`src/rtl/req_encoder_pkg.sv`:
```
`default_nettype none
// ============================================================================
//  Module   : req_encoder_pkg
//  Brief    : Shared constants, FSM state encoding and one-hot helper for the
//             16-to-4 sequential request encoder.
//  Revision : 1.0 - initial release
// ============================================================================
package req_encoder_pkg;

    localparam int NREQ = 16;
    localparam int IDXW = 4;

    typedef enum logic [0:0] {
        S_IDLE  = 1'b0,
        S_OFFER = 1'b1
    } state_t;

    // Expand a 4-bit index into its 16-bit one-hot mask
    function automatic logic [NREQ-1:0] onehot16(input logic [IDXW-1:0] i);
        logic [NREQ-1:0] v;
        v    = '0;
        v[i] = 1'b1;
        return v;
    endfunction

endpackage
`default_nettype wire

```
`src/rtl/req_encoder16x4_prio_enc16.sv`:
```
`default_nettype none
// ============================================================================
//  Module   : prio_enc16
//  Brief    : Combinational 16-bit priority encoder. Returns the index of the
//             first set bit found searching upward from 'start' and wrapping
//             15->0; returns 0 when no bit is set.
//  Revision : 1.0 - initial release
// ============================================================================
module prio_enc16
    import req_encoder_pkg::*;
(
    input  logic [NREQ-1:0] vec,
    input  logic [IDXW-1:0] start,
    output logic [IDXW-1:0] idx,
    output logic            any
);

    logic [NREQ-1:0] w_rot;
    logic [IDXW-1:0] w_off;

    // Rotate so 'start' lands at bit 0, then pick the lowest set bit
    always_comb begin
        w_rot = '0;
        for (int i = 0; i < NREQ; i++) begin
            w_rot[i] = vec[IDXW'(i + int'(start))];
        end
        w_off = '0;
        for (int i = NREQ - 1; i >= 0; i--) begin
            if (w_rot[i]) begin
                w_off = IDXW'(i);
            end
        end
    end

    assign any = |vec;
    // Offset is relative to 'start'; 4-bit addition wraps naturally
    assign idx = any ? (w_off + start) : '0;

endmodule
`default_nettype wire

```
`src/rtl/req_encoder16x4.sv`:
```
`default_nettype none
// ============================================================================
//  Module   : req_encoder16x4
//  Brief    : Sequential 16-to-4 request encoder. Captures request lines into
//             a pending register and offers one pending index at a time over
//             a valid/ready handshake, clearing each request on acceptance.
//             Optional macro REQ_ENCODER_ROUND_ROBIN_EN switches from fixed
//             lowest-index priority to round-robin starting after the last
//             accepted index.
//  Revision : 1.0 - initial release
// ============================================================================
module req_encoder16x4
    import req_encoder_pkg::*;
(
    input  logic            clk,
    input  logic            rst_n,
    input  logic            en,
    input  logic [NREQ-1:0] d,
    input  logic            ready,
    output logic            valid,
    output logic [IDXW-1:0] idx,
    output logic [NREQ-1:0] pending_o,
    output logic            dup
);

    localparam logic [IDXW-1:0] c_idx_one = {{(IDXW-1){1'b0}}, 1'b1};

    state_t          r_state;
    state_t          w_state_nxt;
    logic [NREQ-1:0] r_pending;
    logic [IDXW-1:0] r_idx;
    logic [IDXW-1:0] w_idx_nxt;
    logic            r_dup;

    logic            w_acc;
    logic [NREQ-1:0] w_clr;
    logic [NREQ-1:0] w_set;
    logic [NREQ-1:0] w_rem;
    logic [NREQ-1:0] w_pending_nxt;
    logic [IDXW-1:0] w_start;
    logic [IDXW-1:0] w_enc;
    logic            w_any;

    assign w_acc         = (r_state == S_OFFER) && ready;
    assign w_clr         = w_acc ? onehot16(r_idx) : '0;
    assign w_set         = en ? d : '0;
    // Outside an accept w_clr is zero, so w_rem equals the pending register;
    // new arrivals are deliberately excluded from the next search.
    assign w_rem         = r_pending & ~w_clr;
    assign w_pending_nxt = w_rem | w_set;

`ifdef REQ_ENCODER_ROUND_ROBIN_EN
    logic [IDXW-1:0] r_last;

    // Remember the most recently accepted index to rotate the search origin
    always_ff @(posedge clk or negedge rst_n) begin
        if (!rst_n) begin
            r_last <= {IDXW{1'b1}};
        end else if (w_acc) begin
            r_last <= r_idx;
        end
    end

    // On an accept the origin moves past the index just granted
    assign w_start = w_acc ? (r_idx + c_idx_one) : (r_last + c_idx_one);
`else
    assign w_start = '0;
`endif

    prio_enc16 u_prio_enc16 (
        .vec   (w_rem),
        .start (w_start),
        .idx   (w_enc),
        .any   (w_any)
    );

    // Next-state and next-index selection; idx is frozen while an offer waits
    always_comb begin
        w_state_nxt = r_state;
        w_idx_nxt   = r_idx;
        case (r_state)
            S_IDLE: begin
                if (w_any) begin
                    w_state_nxt = S_OFFER;
                    w_idx_nxt   = w_enc;
                end
            end
            S_OFFER: begin
                if (w_acc) begin
                    if (w_any) begin
                        w_idx_nxt = w_enc;
                    end else begin
                        w_state_nxt = S_IDLE;
                    end
                end
            end
            default: begin
                w_state_nxt = S_IDLE;
            end
        endcase
    end

    // State, index, pending set and merged-request pulse registers
    always_ff @(posedge clk or negedge rst_n) begin
        if (!rst_n) begin
            r_state   <= S_IDLE;
            r_idx     <= '0;
            r_pending <= '0;
            r_dup     <= 1'b0;
        end else begin
            r_state   <= w_state_nxt;
            r_idx     <= w_idx_nxt;
            r_pending <= w_pending_nxt;
            r_dup     <= |(w_set & r_pending & ~w_clr);
        end
    end

    assign valid     = (r_state == S_OFFER);
    assign idx       = r_idx;
    assign pending_o = r_pending;
    assign dup       = r_dup;

endmodule
`default_nettype wire
```
`config.mk`:
```
export PLATFORM = sky130hd
export DESIGN_NAME = req_encoder16x4
export DESIGN_NICKNAME = d
export VERILOG_FILES = /design/src/rtl/req_encoder_pkg.sv /design/src/rtl/req_encoder16x4_prio_enc16.sv /design/src/rtl/req_encoder16x4.sv
export SDC_FILE = /design/constraint.sdc
export NUM_CORES = 1
export LEC_CHECK = 0
export CORE_ASPECT_RATIO = 2
export CORE_UTILIZATION = 35
export CTS_CLUSTER_SIZE = 28
export DETAILED_ROUTE_END_ITERATION = 10
export MAX_ROUTING_LAYER = met4
export PLACE_DENSITY_LB_ADDON = 0.3
export SLEW_MARGIN = 20
export SYNTH_ARGS = -nofsm -noshare
export SYNTH_HDL_FRONTEND = slang
export SYNTH_HIERARCHICAL = 1
export SYNTH_SLANG_ARGS = --single-unit
```
`constraint.sdc`:
```
create_clock -name clk -period 4.1 [get_ports clk]
set_clock_uncertainty 0.2 [all_clocks]
set_input_delay 0.82 -clock clk [delete_from_list [all_inputs] [get_ports clk]]
set_output_delay 0.82 -clock clk [all_outputs]
set_load 0.05 [all_outputs]
```
==> results_dict.tcl, run 1 <==
set metrics [dict create \
    outcome "finished clean" \
    irDropWorstVdd_uv 345.1 \
    grt.busiest_layer "met2" \
    gr-usage-met2 0.4178 \
    period_share 0.9538 \
    clock_sinks 22 \
    reg2reg_to "idx[1]" \
    async_flop_share 1.000 \
    hold_viol_final 0 \
    vias 2321 \
    grt_pass1_vias 2484 \
    placed_area_mm2 0.003412 \
    die_x_um 62.68 \
    finalSetupViolCount 0 \
    final_cells 418 \
    drc 0 \
    use_met3 0.02214 \
    yosysWarningCount 6 \
    cts_tree "built" \
    post_drt_wl_per_cell_um 18.41 \
    avgViaCountPerCell 5.553 \
    syn_to_final_growth_pct 36.55 \
    grt_pass1_wl_mm 12.36 \
    crit_type "in2reg" \
    tightest_slew_ns 0.6664 \
    maxCapViolations 0 \
    gp_congestion 0.9510 \
    die_area_mm2 0.007732 \
    drv_slew 0 \
    timing.rr.start "idx[2]" \
    slowest_delay_ns 0.52 \
    cts_max_level 1 \
    dp_hpwl_mm 6.414 \
    crit_slowest_cell "mux4_2" \
    cp-endpoint "idx[0]" \
    hold_class "in2async" \
    clockBufferDepth 2 \
    grt_max_degree 23 \
    startpoint "ready" \
    synth_cell_types 56 \
    port_buffers 41 \
    syn_inst 232 \
    start_util 0.3657 \
    rsz0062_at_grt "no" \
    ant_nets 0 \
    cts_root_buffer "clkbuf_16" \
    seq_area_frac_synth 0.2136 \
    path_depth 13 \
    clk_latency_ns 0.26 \
    ioPinCount 42 \
    period_minus_slack_ns 3.911 \
    placedCellCount 412 \
    rrSetupSlack_ns 0.44 \
    synthesis.area_mm2 0.002577 \
    fin_area_mm2 0.003520 \
    start_kind "input pin" \
    wl_mm 7.696 \
    first_pass_iters 4 \
    cts_made_buffers 3 \
    power_density_mw_per_mm2 532.2 \
    diodes 0 \
    cpLargestDelayFamily "multiplexers" \
    cp_cell_sequence "dlygate4sd2_1 > and4b_2 > buf_4 > a21boi_2 > mux4_2 > mux4_2 > buf_4 > a2111oi_2 > nand2_1 > o21ai_2 > ha_1 > and2_1 > mux2_2" \
    grtUsageTotal 0.2215 \
    use_met1 0.1854 \
    postCtsHoldBufs 0 \
    clk_pin_slew_ns 0.06 \
    max_freq_ghz 0.2557 \
    core-area_mm2 0.007048 \
    required_ns 4.10 \
    drive_gt1_frac 0.3384 \
    relSlewSlack 0.5544 \
    cp_max_fo 5 \
    gr-total-overflow 0 \
    antenna_found_initial 0 \
    nets 361 \
    p_leak_nw 1.458 \
    synth-edff-count 0 \
    worstPathArrival_ns 3.91 \
    synth_ff_type "dfrtp_1" \
    ff2ff_path_depth 10 \
    ys_ff_latch 22 \
    path_buf_inv 3 \
    die_h_um 123.4 \
    syn_area_per_cell_um2 11.11 \
    cp-end-kind "flip-flop" \
    num_rows 43 \
    first_iter_violations 75 \
]
-- sequential cells by signal (all words and copies together), names as in the netlist --
register,flops
dup,1
valid,1
idx,4
pending_o,16
-- worst min-delay path by stage --
stage,slack [ns],endpoint,depth (start not counted)
finish,0.33,pending_o[13],1
global route,0.38,pending_o[13],1
CTS,0.43,idx[1],1
detailed placement,0.42,idx[1],1
global placement,0.40,idx[1],1
floorplan,0.32,dup,0
-- where the power goes --
part           internal (mW)  switching, mW  total, mW
sequential             0.272         0.0576      0.330
combinational          0.638          0.698       1.34
clock                  0.129         0.0778      0.207
total                   1.04          0.834       1.87
-- synthesized netlist by cell type (all sizes together) (2+ instances only) --
master	instances	area, um2
dfrtp	22	550.5
mux4	21	495.5
nand2	19	71.32
a21o	18	136.4
mux2	18	206.4
a21boi	13	105.1
a21oi	13	65.06
mux2i	12	145.1
buf	11	90.07
ha	10	125.1
inv	10	37.54
a31oi	7	58.81
xnor2	7	68.82
a2111oi	5	68.82
and2	4	25.02
nor2b	4	32.53
nor4	4	25.02
nand2b	3	18.77
nor2	3	16.26
xor2	3	26.28
and4b	2	21.27
clkbuf	2	7.510
nand4	2	12.51
o21ai	2	10.00
-- what timing repair did --
action / 4_1_cts / 5_1_grt
endpoints found under the setup margin: 3 / 0
gates resized for setup: 11 / 0
setup buffers: 3 / 0
-- cells in the final DEF, fill, tap and decap left out, types with 2 or more instances in the layout --
| cell | count |
|---|---|
| nand2_1 | 19 |
| dfrtp_1 | 22 |
| mux2_4 | 2 |
| inv_1 | 10 |
| a2111oi_2 | 4 |
| nor4_1 | 4 |
| a21o_1 | 17 |
| mux2_2 | 16 |
| nor2b_1 | 3 |
| xor2_1 | 3 |
| nand4_1 | 2 |
| clkdlybuf4s50_1 | 39 |
| nand2b_1 | 3 |
| a21boi_2 | 2 |
| mux4_2 | 17 |
| mux4_1 | 4 |
| a21oi_1 | 13 |
| mux2i_4 | 2 |
| a31oi_1 | 5 |
| and2_1 | 3 |
| a21boi_0 | 10 |
| xnor2_1 | 6 |
| clkbuf_16 | 3 |
| nor2_2 | 2 |
| buf_4 | 50 |
| ha_1 | 10 |
| mux2i_1 | 9 |
| conb_1 | 16 |
-- area by class of cell --
class	instances	area, um2
Sequential cell	22	550.5
Clock buffer	3	75.07
Timing Repair Buffer	91	779.5
Fill cell	649	3528
Multi-Input combinational cell	202	1964
Tap cell	90	112.6
Inverter	10	37.54
-- kinds of logic (layout without fill, tap and decap cells) --
family / Yosys count / in the layout / synth area share
AO/OA/AOI/OAI: 65 / 65 / 0.1981
XOR/XNOR: 10 / 10 / 0.03690
adder cells (fa/ha/maj): 11 / 11 / 0.05631
buffers and inverters: 23 / 104 / 0.05242
flip-flops: 22 / 22 / 0.2136
multiplexers: 51 / 51 / 0.3286
other: 1 / 16 / 0.001455
AND/OR/NAND/NOR: 49 / 49 / 0.1126
-- metal layers --
metal,routed length [um],up-vias
met5,0,-
met4,722,0
met3,213,42
met2,4300,77
met1,2459,1128
li1,-,1074
-- per-stage QoR --
step	util	hold WS [ns]	TNS, ns	total power, mW	worst slack (ns)
2_1_floorplan	-	0.3244	0	1.110	0.2038
3_3_place_gp	0.4841	0.4019	-1.121	1.607	-0.3898
3_5_place_dp	0.4841	0.4195	-1.240	1.622	-0.4137
4_1_cts	0.5001	0.4305	0	1.872	0.2247
5_1_grt	0.4994	0.3751	0	1.975	0.06617
6_report	0.4994	0.3314	0	1.873	0.1894
Power figures use the tool's default switching activity.
==> run 2: changes to the inputs <==
Settings changed: CORE_ASPECT_RATIO 2 to default, CTS_CLUSTER_SIZE 28 to default.
==> results_dict.tcl, run 2 (synthesized netlist as in run 1, its figures left out) <==
set metrics [dict create \
    outcome "finished clean" \
    period_share 0.9420 \
    mostFrequentLayoutCells "buf_4 (44), clkdlybuf4s50_1 (39), dfrtp_1 (22)" \
    vias 2281 \
    finalSetupViolCount 0 \
    grt_pass1_vias 2265 \
    max_freq_ghz 0.2589 \
    die_h_um 87.82 \
    port_buffers 41 \
    worstPathArrival_ns 3.82 \
    antenna_found_initial 0 \
    rsz0062_at_grt "no" \
    drv_slew 0 \
    cp_max_fo 6 \
    p_leak_nw 1.415 \
    startpoint "ready" \
    clockBufferDepth 2 \
    placedCellCount 413 \
    nets 355 \
    gp_congestion 0.9555 \
    maxCapViolations 0 \
    fin_tns_setup_ns 0 \
    core-area_mm2 0.006944 \
    hold_viol_final 0 \
    avgViaCountPerCell 5.444 \
    clk_latency_ns 0.27 \
    dp_hpwl_mm 5.986 \
    start_kind "input pin" \
    wl_mm 7.322 \
    clk_pin_slew_ns 0.09 \
    cts_root_buffer "clkbuf_8" \
    required_ns 4.06 \
    cp-end-kind "flip-flop" \
    die_x_um 87.82 \
    report.power.total_mw 1.835 \
    grt_max_degree 23 \
    final_common_cell "buf_4" \
    largest_reg_flops 16 \
    start_util 0.3712 \
    cts_tree "built" \
    drive_gt1_frac 0.3220 \
    first_pass_iters 4 \
    post_drt_wl_per_cell_um 17.47 \
    cts_made_buffers 3 \
    relSlewSlack 0.5377 \
    diodes 0 \
    holdWs_ns 0.3070 \
    syn_to_final_growth_pct 34.37 \
    ant_nets 0 \
    dp_worst_setup_slack_ns -0.3765 \
    ioPinCount 42 \
    setup_slack_ns 0.2379 \
    cts_max_level 1 \
    first_iter_violations 148 \
    num_rows 30 \
    gr-total-overflow 0 \
    irDropWorstVdd_uv 249.2 \
    timing.rr.start "idx[2]" \
    grtUsageTotal 0.2077 \
    drc 0 \
    power_density_mw_per_mm2 529.9 \
    clock_sinks 22 \
    crit_type "in2reg" \
    period_minus_slack_ns 3.862 \
    final_cells 419 \
    ff2ff_path_depth 11 \
    grt_pass1_wl_mm 11.90 \
    die_area_mm2 0.007711 \
    hold_class "in2async" \
    tightest_slew_ns 0.6913 \
]
## run 2: cell type report
class | count | area [um2]
fill | 666 | 3481
clock buffer | 3 | 41.29
sequential | 22 | 550.5
timing repair buffer | 85 | 734.5
inverter | 10 | 37.54
clock inverter | 1 | 30.03
multi-input combinational | 202 | 1949
tap | 96 | 120.1
## run 2: what timing repair did
action / CTS / global route
hold endpoints to repair: 0 / 0
setup endpoints to repair: 3 / 0
resized for setup: 8 / 0
setup buffers: 2 / 0
hold buffers: 0 / 0
## run 2: power breakdown
| part | internal (mW) | total (mW) | switching, mW |
|---|---|---|---|
| registers | 0.272 | 0.331 | 0.0592 |
| clock network | 0.131 | 0.209 | 0.0786 |
| logic | 0.603 | 1.30 | 0.692 |
## run 2: critical path, cell delays in order
cell and delay [ns]:
dlygate4sd2_1 0.26, and4b_2 0.34, a21boi_1 0.11, mux4_2 0.51
mux4_2 0.50, nor2b_1 0.18, and3b_1 0.20, a221oi_2 0.08
fa_1 0.44, and2_1 0.14, mux2_2 0.25
## run 2: through the flow
step,cell area [um2],utilization
floorplan,2634,-
global placement,3382,0.4870
detailed placement,3382,0.4870
CTS,3468,0.4995
global route,3463,0.4987
finish,3463,0.4987
## run 2: routing by layer
metal / wire, um / GRT usage / part of all wire / vias to the layer above
li1: - / - / - / 1067
met1: 3396 / 0.2917 / 0.46 / 1132
met2: 3522 / 0.3376 / 0.48 / 78
met3: 362 / 0.02074 / 0.049 / 4
met4: 40 / 0.01490 / 0.0055 / 0
met5: 0 / - / 0 / -
## run 2: final timing paths
path	endpoint	slack (ns)
max	idx[1]	0.24
min	pending_o[5]	0.31
max reg2reg	idx[1]	0.44
min reg2reg	idx[1]	0.47
max in group asynchronous	idx[1]	3.05
min in group clk	idx[1]	0.47
==> run 3: changes to the inputs <==
Settings changed: CAP_MARGIN from default to 10.
==> results of run 3 <==
The final DEF is identical to that of run 2; final timing and power are the same.
